`config.mk`:
```
export PLATFORM = sky130hd
export DESIGN_NAME = h_xor16_flat
export DESIGN_NICKNAME = d
export VERILOG_FILES = /design/src/rtl/h_xor16_if.sv /design/src/rtl/h_xor16.sv /design/src/flat_wrapper.sv
export SDC_FILE = /design/constraint.sdc
export NUM_CORES = 1
export LEC_CHECK = 0
export ABC_AREA = 1
export CORE_MARGIN = 2
export CORE_UTILIZATION = 30
export CTS_BUF_LIST = sky130_fd_sc_hd__clkbuf_4 sky130_fd_sc_hd__clkbuf_8
export DETAILED_ROUTE_END_ITERATION = 12
export SYNTH_ARGS = -nofsm -noshare
export SYNTH_HDL_FRONTEND = slang
export SYNTH_SLANG_ARGS = --single-unit
```
`constraint.sdc`:
```
create_clock -name clk -period 1.4 [get_ports clk]
set_input_delay 0.14 -clock clk [delete_from_list [all_inputs] [get_ports clk]]
set_output_delay 0.14 -clock clk [all_outputs]
set_load 0.1 [all_outputs]
```
`src/rtl/h_xor16_if.sv`:
```
// Operand/result bundle for the h_xor16 XOR unit: combinational path,
// input handshake and registered result with derived flags.
interface h_xor16_if #(
  parameter int WIDTH = 16
);
  localparam int PCW = $clog2(WIDTH + 1);

  logic [WIDTH-1:0] a;
  logic [WIDTH-1:0] b;
  logic [WIDTH-1:0] out;
  logic             in_valid;
  logic             in_ready;
  logic             out_valid;
  logic             out_ready;
  logic [WIDTH-1:0] out_q;
  logic             zero_q;
  logic             parity_q;
  logic [PCW-1:0]   popcnt_q;

  // Operand source / result consumer side
  modport master (
    output a, b, in_valid, out_ready,
    input  out, in_ready, out_valid, out_q, zero_q, parity_q, popcnt_q
  );

  // XOR unit side
  modport slave (
    input  a, b, in_valid, out_ready,
    output out, in_ready, out_valid, out_q, zero_q, parity_q, popcnt_q
  );
endinterface

```
`src/rtl/h_xor16.sv`:
```
// Bitwise XOR unit: zero-latency a ^ b plus a single-entry registered stage
// (valid/ready) carrying the result with zero, parity and popcount flags.
module h_xor16 #(
  parameter int WIDTH = 16
) (
  input  logic      clk,
  input  logic      rst_n,
  h_xor16_if.slave  bus
);
  localparam int PCW = $clog2(WIDTH + 1);

  // Count of set bits; width PCW holds the full range 0..WIDTH.
  function automatic logic [PCW-1:0] popcount(input logic [WIDTH-1:0] v);
    logic [PCW-1:0] n;
    n = '0;
    for (int i = 0; i < WIDTH; i++) begin
      n = n + PCW'(v[i]);
    end
    return n;
  endfunction

  logic [WIDTH-1:0] res_p0;
  logic             in_rdy;
  logic             take_p0;

  logic [WIDTH-1:0] res_p1;
  logic             zero_p1;
  logic             par_p1;
  logic [PCW-1:0]   pop_p1;
  logic             vld_p1;

  assign res_p0  = bus.a ^ bus.b;
  assign in_rdy  = !vld_p1 || bus.out_ready;
  assign take_p0 = bus.in_valid && in_rdy;

  // ---- stage p0 -> p1: capture result and flags, track occupancy ----
  // Data is reset too so a discarded result never lingers on out_q/flags.
  always_ff @(posedge clk or negedge rst_n) begin
    if (!rst_n) begin
      vld_p1  <= 1'b0;
      res_p1  <= '0;
      zero_p1 <= 1'b0;
      par_p1  <= 1'b0;
      pop_p1  <= '0;
    end else begin
      if (take_p0) begin
        vld_p1  <= 1'b1;
        res_p1  <= res_p0;
        zero_p1 <= (res_p0 == '0);
        par_p1  <= ^res_p0;
        pop_p1  <= popcount(res_p0);
      end else if (bus.out_ready) begin
        vld_p1  <= 1'b0;
      end
    end
  end

  assign bus.out       = res_p0;
  assign bus.in_ready  = in_rdy;
  assign bus.out_valid = vld_p1;
  assign bus.out_q     = res_p1;
  assign bus.zero_q    = zero_p1;
  assign bus.parity_q  = par_p1;
  assign bus.popcnt_q  = pop_p1;
endmodule

```
`src/flat_wrapper.sv`:
```
// flat-port wrapper written by rule: the top's interface ports become plain ports
module h_xor16_flat 
#(
  parameter int WIDTH = 16
)
  (clk, rst_n, bus_a, bus_b, bus_in_valid, bus_out_ready, bus_out, bus_in_ready, bus_out_valid, bus_out_q, bus_zero_q, bus_parity_q, bus_popcnt_q);
  h_xor16_if #(.WIDTH(WIDTH)) bus_i ();
  input  logic clk;
  input  logic rst_n;
  input wire logic [$bits(bus_i.a)-1:0] bus_a;
  input wire logic [$bits(bus_i.b)-1:0] bus_b;
  input wire logic [$bits(bus_i.in_valid)-1:0] bus_in_valid;
  input wire logic [$bits(bus_i.out_ready)-1:0] bus_out_ready;
  output wire logic [$bits(bus_i.out)-1:0] bus_out;
  output wire logic [$bits(bus_i.in_ready)-1:0] bus_in_ready;
  output wire logic [$bits(bus_i.out_valid)-1:0] bus_out_valid;
  output wire logic [$bits(bus_i.out_q)-1:0] bus_out_q;
  output wire logic [$bits(bus_i.zero_q)-1:0] bus_zero_q;
  output wire logic [$bits(bus_i.parity_q)-1:0] bus_parity_q;
  output wire logic [$bits(bus_i.popcnt_q)-1:0] bus_popcnt_q;
  assign bus_i.a = bus_a;
  assign bus_i.b = bus_b;
  assign bus_i.in_valid = bus_in_valid;
  assign bus_i.out_ready = bus_out_ready;
  assign bus_out = bus_i.out;
  assign bus_in_ready = bus_i.in_ready;
  assign bus_out_valid = bus_i.out_valid;
  assign bus_out_q = bus_i.out_q;
  assign bus_zero_q = bus_i.zero_q;
  assign bus_parity_q = bus_i.parity_q;
  assign bus_popcnt_q = bus_i.popcnt_q;
  h_xor16 #(.WIDTH(WIDTH)) u_core (.clk(clk), .rst_n(rst_n), .bus(bus_i));
endmodule
```
Yosys cells after proc, flatten, opt, wreduce, memory -nomap -nowiden
Index checks and enable logic that the tools add are counted.
W data, S select, Z words.
{"block": "word_totals", "ff_bits": 24, "output_inout_bits": 41}
{"block": "op_classes", "n_addsub": 15, "bitwise": 1, "mux": 2, "reduce_logical": 6}
{"cell": "$add A5 B1 Y5", "n": 14}
{"cell": "$logic_not A16 Y1", "n": 1}
{"cell": "$reduce_xor A16 Y1", "n": 1}
{"cell": "$xor A16 B16 Y16", "n": 1}
{"cell": "$add A1 B1 Y2", "n": 1}
{"cell": "$mux W1", "n": 2}
{"cell": "$reduce_bool A2 Y1", "n": 1}
{"cell": "$logic_and A1 B1 Y1", "n": 1}
{"cell": "$logic_not A1 Y1", "n": 1}
{"cell": "$logic_or A1 B1 Y1", "n": 1}

Longest topological paths before layout
Gate-level depths: netlist of the first run.
{"block": "logic_depth", "depth_word": 16, "mapped_depth": 16, "ltp_nobuf": 16}

Worst setup path before layout of the first run
Ideal clock, no wire load.
{"block": "synth_timing", "path_kind": "input to register", "startpoint": "in bus_b[0]", "endpoint": "reg u_core.pop_p1[4] (netlist: u_core.bus.popcnt_q[4])", "setup_time_ps": 68, "n_path_buf": 0, "stages": 13, "arrival_time_ps": 5524, "setup_slack_ps": -4192, "path_cell_list": "xor2_1 > inv_1 > ha_1 > fa_1 > fa_1 > fa_1 > inv_1 > fa_1 > fa_1 > fa_1 > o21ai_0 > nand3_1 > nand2_1"}
{"block": "synth_between", "elab_chain_len": 16}
{"item": "start: declaration", "line_no": "flat_wrapper.sv:11", "rtl": "input wire logic [$bits(bus_i.b)-1:0] bus_b;"}
{"item": "$xor A16 B16 Y16", "line_no": "h_xor16.sv:32", "rtl": "assign res_p0 = bus.a ^ bus.b;"}
{"item": "$add A1 B1 Y2", "line_no": "h_xor16.sv:17", "rtl": "n = n + PCW'(v[i]);"}
{"item": "$add A5 B1 Y5 (14 in series)", "line_no": "h_xor16.sv:17"}
{"item": "end signal: assignment", "line_no": "h_xor16.sv:51", "rtl": "pop_p1 <= popcount(res_p0);"}
{"item": "end: declaration", "line_no": "h_xor16.sv:29", "rtl": "logic [PCW-1:0] pop_p1;"}
No other way between the ends.
A chain may end at the register's enable or synchronous reset.

Worst setup path after layout of the first run
{"block": "layout_timing", "startpoint": "in bus_a[6]", "endpoint": "reg u_core.pop_p1[2] (netlist: u_core.bus.popcnt_q[2])"}
{"block": "layout_between", "elab_chain_len": 11}
{"item": "start: declaration", "line_no": "flat_wrapper.sv:10", "rtl": "input wire logic [$bits(bus_i.a)-1:0] bus_a;"}
{"item": "$xor A16 B16 Y16", "line_no": "h_xor16.sv:32"}
{"item": "$add A5 B1 Y5 (10 in series)", "line_no": "h_xor16.sv:17"}
No other way between the ends.

==> reports/metrics.yaml, run 1 <==
syn_area_sq_mm: 0.00182
p_comb_share_pct: 75.5
synthCells: 201
grt.busiest_layer: "met2"
synth_commonest_cells: "61 x nand2_1, 37 x inv_1, 24 x dfrtp_1"
ys_top_cells_by_area: "dfrtp_1 33%, nand2_1 13%, fa_1 11%"
period_needed_ns: 3.48
use_met2_pct: 30.8
cts-buffers-inserted: 3
relSlewSlack_pct: 82.3
drv_slew: 0
register_area_sq_um: 604
arrival_ns: 3.69
p_leak_nw: 1.85
tightest_slew_ns: 0.264
hold_buffers: 0
antenna_found_initial: 0
clock_sinks: 24
grt_util_all_layers_pct: 17.3
totalNegativeSetupSlack_ns: -9.78
ys_warn_count: 0
htree_levels: 1
io_buffers: 76
hold_viol_final: 0
core_sq_mm: 0.00589
first_iter_violations: 28
synth_top_area_cell: "dfrtp_1"
grtUsageMet1_pct: 21.2
clockBufferDepth: 2
critPathMaxFanout: 2
grt_pass1_vias: 1852
reg2reg_setup_slack_ns: 0.18
start_kind: "input port"
peakVddDrop_uv: 1010
n_fill_cell: 467
synthArstFlopShare_pct: 100
min_period_over_period_pct: 249
setup_viol: 6
grt_setup_unrepaired: "true"
antenna_cells: 0
layout-drive-gt1-share_pct: 51.2
seqPwrFrac_pct: 16.5
rows: 28
drt_first_pass_iters: 4
start_util_pct: 30.9
p_clk_share_pct: 8.1
cts-root-buf: "clkbuf_8"
vias: 1746
area.growth.synth_to_final_pct: 106
power.density_mw_per_mm2: 1670
critPathKind: "in -> reg"
avgSynthCellArea_sq_um: 9.04
drc: 0
status: "complete, but fails checks"
ant_nets: 0
synth.most_common_cell: "nand2_1"
swShare_pct: 51.4
worst_slack_ns: -2.08
die_h_um: 81.8
multi_input_area_sq_mm: 0.00132
grt_max_degree: 25
clk_latency_ns: 0.27
vias_per_cell: 4.35
cts.clk_slew.worst_paths_ns: 0.10
violations: "setup timing"
synth.distinct_cells: 20
internal-power_mw: 3.03
ys_seq_area_share_pct: 33.1
fmax_ghz: 0.287
syn-num-nets: 261
r2r-start: "u_core.bus.out_valid"
ys_ff_latch: 24
met3_usage_pct: 2.53
crit_required_ns: 1.61
synth_edf_count: 0
finalNetCount: 387
wl_per_cell_um: 13.0
place_congestion: 0.785
place_area_sq_mm: 0.00344
synthFlopType: "dfrtp_1"
switchingPower_mw: 3.20
final_cell_area_sq_mm: 0.00374
maxCapViolations: 0
die_w_um: 81.8
cts_tree: "done"
grt_pass1_wl_mm: 8.68
wl_mm: 5.23
synth_top_area_share_pct: 33.1
place_hpwl_mm: 4.15
grt_overflow_total: 0
endpoint_kind: "register"
fin_skew_ns: 0.00539
die_area_sq_mm: 0.00669
r2r_end: "u_core.bus.out_q[4]"
min_path_type: "in -> async"
pin_count: 77
reg2reg_depth: 5
[worst max-delay path: stages]
cell	delay, ns
dlygate4sd2_1	0.28
xor2_4	0.17
fa_1	0.53
fa_1	0.51
fa_1	0.51
inv_2	0.04
fa_1	0.48
fa_2	0.37
fa_2	0.39
xor2_2	0.15
o21ai_1	0.11
[kinds of logic (layout without fill, tap and decap cells)]
family	count (synthesis)	count (layout)	synth area share, %
simple gates	72	72	16.9
buf+inv	41	166	10.8
xor+xnor	18	18	8.68
compound gates	22	22	9.85
fa+ha+maj	24	24	20.7
flops	24	24	33.1
[power by group through the flow]
| stage | Combinational (mW) | Clock [mW] | Sequential [mW] |
|---|---|---|---|
| 2_1_floorplan | 1.87 | 0 | 2.06 |
| 3_5_place_dp | 4.50 | 0 | 1.04 |
| 5_1_grt | 5.10 | 0.527 | 1.05 |
| 3_3_place_gp | 4.41 | 0 | 1.04 |
| 6_report | 4.70 | 0.501 | 1.02 |
| 4_1_cts | 4.65 | 0.504 | 1.03 |
[state kept, by name, summed over array words and instances, names as in the netlist]
| name | cells |
|---|---|
| u_core.bus.out_q | 16 |
| u_core.bus.out_valid | 1 |
| u_core.bus.parity_q | 1 |
| u_core.bus.popcnt_q | 5 |
| u_core.bus.zero_q | 1 |
[layout make-up]
type | count | share of cell area [%]
Clock buffer | 4 | 1.47
Inverter | 37 | 3.99
Multi-Input combinational cell | 136 | 35.2
Sequential cell | 24 | 16.2
Tap cell | 75 | 2.51
Timing Repair Buffer | 125 | 40.7
[worst max-delay path by stage]
| stage | startpoint | endpoint | slack, ns | cells after the start |
|---|---|---|---|---|
| after global routing | bus_b[2] | u_core.bus.popcnt_q[4] | -2.25 | 13 |
| after detailed placement | bus_b[1] | u_core.bus.popcnt_q[4] | -2.89 | 13 |
| after floorplan | bus_a[0] | u_core.bus.popcnt_q[1] | -2.74 | 11 |
| final | bus_a[6] | u_core.bus.popcnt_q[2] | -2.08 | 11 |
| after CTS | bus_b[0] | u_core.bus.popcnt_q[2] | -2.23 | 13 |
| after global placement | bus_b[1] | u_core.bus.popcnt_q[4] | -2.80 | 13 |
[repair_timing]
action / 4_1_cts / 5_1_grt
setup buffers: 13 / 2
setup endpoints to repair: 16 / 6
pin swaps: 38 / 17
gates resized for setup: 91 / 18
[layout by cell type, fill, tap and decap left out, types with 3 or more instances in the layout]
| cell type | instances |
|---|---|
| buf_12 | 43 |
| buf_2 | 5 |
| buf_4 | 45 |
| clkbuf_2 | 5 |
| clkbuf_8 | 4 |
| clkdlybuf4s15_1 | 6 |
| clkdlybuf4s50_1 | 3 |
| dfrtp_1 | 23 |
| dlygate4sd2_1 | 12 |
| fa_1 | 8 |
| ha_1 | 6 |
| ha_4 | 8 |
| inv_1 | 27 |
| inv_2 | 7 |
| nand2_1 | 59 |
| nand3_1 | 3 |
| nand4_1 | 3 |
| o21ai_2 | 17 |
| xnor2_2 | 10 |
| xnor2_4 | 3 |
[stage by stage]
stage | worst slack, ns | hold WS, ns | util, % | power [mW] | cells
floorplan | -2.74 | -0.156 | - | 3.92 | 201
finish | -2.08 | 0.206 | 63.5 | 6.22 | 401
global route | -2.25 | 0.230 | 63.5 | 6.67 | 401
detailed placement | -2.89 | 0.513 | 58.5 | 5.54 | 383
global placement | -2.80 | 0.512 | 58.5 | 5.44 | 383
CTS | -2.23 | 0.214 | 63.1 | 6.18 | 399
[per-layer routing]
| metal | part of all wire (%) | wire (um) | up-vias |
|---|---|---|---|
| met5 | 0 | 0 | - |
| met4 | 2.8 | 144 | 0 |
| met3 | 6.5 | 342 | 12 |
| met2 | 51 | 2650 | 59 |
| met1 | 40 | 2090 | 811 |
| li1 | - | - | 864 |
Power figures use the tool's default switching activity.
==> run 2: changes to the inputs <==
--- a/config.mk
+++ b/config.mk
@@ -7,9 +7,10 @@
 export LEC_CHECK = 0
 export ABC_AREA = 1
 export CORE_MARGIN = 2
-export CORE_UTILIZATION = 30
+export CORE_UTILIZATION = 48
 export CTS_BUF_LIST = sky130_fd_sc_hd__clkbuf_4 sky130_fd_sc_hd__clkbuf_8
 export DETAILED_ROUTE_END_ITERATION = 12
+export PLACE_DENSITY = 0.89
 export SYNTH_ARGS = -nofsm -noshare
 export SYNTH_HDL_FRONTEND = slang
 export SYNTH_SLANG_ARGS = --single-unit
==> reports/metrics.yaml, run 2 <==
ys_top_cells_by_area: "dfrtp_1 33%, nand2_1 13%, fa_1 11%"
clock_sinks: 24
syn-num-nets: 261
synthArstFlopShare_pct: 100
synth.most_common_cell: "nand2_1"
die_h_um: 65.5
place_inst: 355
synth_edf_count: 0
synth_commonest_cells: "61 x nand2_1, 37 x inv_1, 24 x dfrtp_1"
status: "stopped before the end"
io_buffers: 76
pin_count: 77
lastStage: "clock tree synthesis (4_1_cts)"
cts_setup_buffers: 8
synth_top_area_cell: "dfrtp_1"
avgSynthCellArea_sq_um: 9.04
syn_area_sq_mm: 0.00182
synthFlopType: "dfrtp_1"
synth_top_area_share_pct: 33.1
htree_levels: 1
die_w_um: 65.5
ys_ff_latch: 24
error_line: "[ERROR DPL-0033] detailed placement checks failed during check placement."
place_congestion: 0.802
synth.distinct_cells: 20
rows: 22
start_util_pct: 49.6
cts-buffers-inserted: 3
ys_seq_area_share_pct: 33.1
ys_warn_count: 0
ctsResizeCount: 66
hold_buffers: 0
clockBufferDepth: 2
cts-root-buf: "clkbuf_8"
place_hpwl_mm: 5.84
synthCells: 201
==> run 2: cells by family after synthesis <==
logic type / Yosys count / share of synthesized area, %
simple gates: 72 / 16.9
compound gates: 22 / 9.85
xor+xnor: 18 / 8.68
fa+ha+maj: 24 / 20.7
buf+inv: 41 / 10.8
flops: 24 / 33.1
==> run 2: metrics by stage <==
stage	worst slack (ns)	util (%)	hold WS [ns]	cell area (sq um)
floorplan	-2.74	-	-0.156	1950
global placement	-2.78	92.6	0.529	3390
detailed placement	-2.91	92.6	0.533	3390
==> run 3: changes to the inputs <==
--- a/config.mk
+++ b/config.mk
@@ -7,10 +7,9 @@
 export LEC_CHECK = 0
 export ABC_AREA = 1
 export CORE_MARGIN = 2
-export CORE_UTILIZATION = 48
-export CTS_BUF_LIST = sky130_fd_sc_hd__clkbuf_4 sky130_fd_sc_hd__clkbuf_8
+export CORE_UTILIZATION = 40
 export DETAILED_ROUTE_END_ITERATION = 12
-export PLACE_DENSITY = 0.89
+export PLACE_DENSITY_LB_ADDON = 0.15
 export SYNTH_ARGS = -nofsm -noshare
 export SYNTH_HDL_FRONTEND = slang
 export SYNTH_SLANG_ARGS = --single-unit
==> reports/metrics.yaml, run 3 (same netlist as run 1, synthesis figures left out) <==
largest_reg_flops: 16
min_path_type: "in -> async"
clk_latency_ns: 0.27
peakVddDrop_uv: 859
drc: 0
crit_required_ns: 1.60
maxCapViolations: 0
final_cell_area_sq_mm: 0.00372
violations: "setup timing"
start_util_pct: 41.7
clock_sinks: 24
drv_slew: 0
crit_chain: "dlygate4sd2_1 -> xnor2_1 -> buf_4 -> inv_4 -> fa_1 -> fa_1 -> fa_1 -> inv_1 -> fa_1 -> fa_2 -> fa_2 -> xor2_1 -> o21ai_1"
status: "complete, but fails checks"
setup_viol: 6
grt_pass1_wl_mm: 8.29
reg2reg_setup_slack_ns: 0.20
place_hpwl_mm: 4.11
die_h_um: 71.4
place_congestion: 0.825
p_clk_share_pct: 7.7
grt_pass1_vias: 1835
io_buffers: 76
power.density_mw_per_mm2: 1690
tightest_slew_ns: 0.243
met3_usage_pct: 4.22
layout-drive-gt1-share_pct: 48.8
endpoint_kind: "register"
critPathMaxFanout: 2
p_comb_share_pct: 75.9
use_met2_pct: 39.6
antenna_cells: 0
cts_tree: "done"
clockBufferDepth: 2
n_fill_cell: 214
hold_viol_final: 0
wl_per_cell_um: 14.6
vias_per_cell: 4.58
p_leak_nw: 1.92
die_area_sq_mm: 0.00510
place_area_sq_mm: 0.00344
ant_nets: 0
cts-root-buf: "clkbuf_8"
switchingPower_mw: 3.24
critPathMostFrequentCell: "fa_1"
antenna_found_initial: 0
grt_setup_unrepaired: "true"
crit_slowest_cell: "fa_1"
hold_buffers: 0
internal-power_mw: 3.04
pin_count: 77
cts.clk_slew.worst_paths_ns: 0.09
arrival_ns: 3.79
grt_max_degree: 25
vias: 1739
worst_slack_ns: -2.19
period_needed_ns: 3.59
area.growth.synth_to_final_pct: 105
fin_skew_ns: 0.00487
drt_first_pass_iters: 4
grt_util_all_layers_pct: 21.1
swShare_pct: 51.6
critPathKind: "in -> reg"
first_iter_violations: 60
grt_overflow_total: 0
cts-buffers-inserted: 3
start_kind: "input port"
min_period_over_period_pct: 257
rows: 24
fmax_ghz: 0.278
grt.busiest_layer: "met2"
grtUsageMet1_pct: 24.1
relSlewSlack_pct: 83.7
wl_mm: 5.54
dp_slack_ns: -2.83
core_sq_mm: 0.00435
mostFrequentLayoutCell: "nand2_1"
final_cell_mix: "59 x nand2_1, 49 x buf_4, 42 x buf_12, 27 x inv_1, 23 x dfrtp_1"
htree_levels: 1
seqPwrFrac_pct: 16.4
max_stage_delay_ns: 0.50
finalNetCount: 389
die_w_um: 71.4
## run 3: per-layer routing
metal  vias up  part of all wire [%]
met5         -                     0
met4         0                   1.3
met3         6                   5.3
met2        52                    55
met1       820                    38
li1        861                     -
## run 3: metrics by stage
| stage | TNS (ns) | power [mW] | utilization (%) | hold slack [ns] | instances |
|---|---|---|---|---|---|
| final | -10.38 | 6.27 | 85.5 | 0.205 | 380 |
| after global routing | -11.06 | 6.67 | 85.5 | 0.226 | 380 |
| after CTS | -10.79 | 6.18 | 82.7 | 0.212 | 374 |
| after detailed placement | -14.85 | 5.57 | 79.0 | 0.511 | 365 |
| after global placement | -14.51 | 5.43 | 79.0 | 0.512 | 365 |
| after floorplan | -13.43 | 3.92 | - | -0.156 | 201 |
## run 3: power groups by stage
stage | sequential [mW] | clock, mW | combinational (mW)
6_report | 1.03 | 0.481 | 4.76
2_1_floorplan | 2.06 | 0 | 1.87
5_1_grt | 1.04 | 0.522 | 5.10
3_3_place_gp | 1.03 | 0 | 4.40
4_1_cts | 1.03 | 0.497 | 4.65
3_5_place_dp | 1.04 | 0 | 4.52
## run 3: path summary, 6_finish.rpt
check,start,end,cells after the start
setup / recovery,bus_a[2],u_core.bus.popcnt_q[2],13
hold / removal,rst_n,u_core.bus.out_q[9],2
setup reg to reg,u_core.bus.out_valid,u_core.bus.out_q[11],5
hold reg to reg,u_core.bus.popcnt_q[4],u_core.bus.popcnt_q[4],2
max in group asynchronous,rst_n,u_core.bus.out_valid,2
min in group clk,bus_b[0],u_core.bus.out_q[0],5
## run 3: layout make-up
type	instances	area (sq um)	area share, %
clock buffers	4	55.1	1.48
inverters	37	151	4.07
multi-input cells	136	1270	34.2
flip-flops and latches	24	604	16.2
well taps	52	65.1	1.75
repair buffers	127	1570	42.3
## run 3: timing repair
action | CTS | global route
setup endpoints to repair | 14 | 11
pin swaps | 22 | 24
hold endpoints to repair | 0 | 0
resized for setup | 55 | 38
buffers inserted | 5 | 6
## run 3: worst max-delay path: cells and delay by family
family | cells | cell delay [ns]
AO/OA/AOI/OAI | 1 | 0.13
XOR/XNOR | 2 | 0.34
adder cells (fa/ha/maj) | 6 | 2.70
buffers and inverters | 4 | 0.49
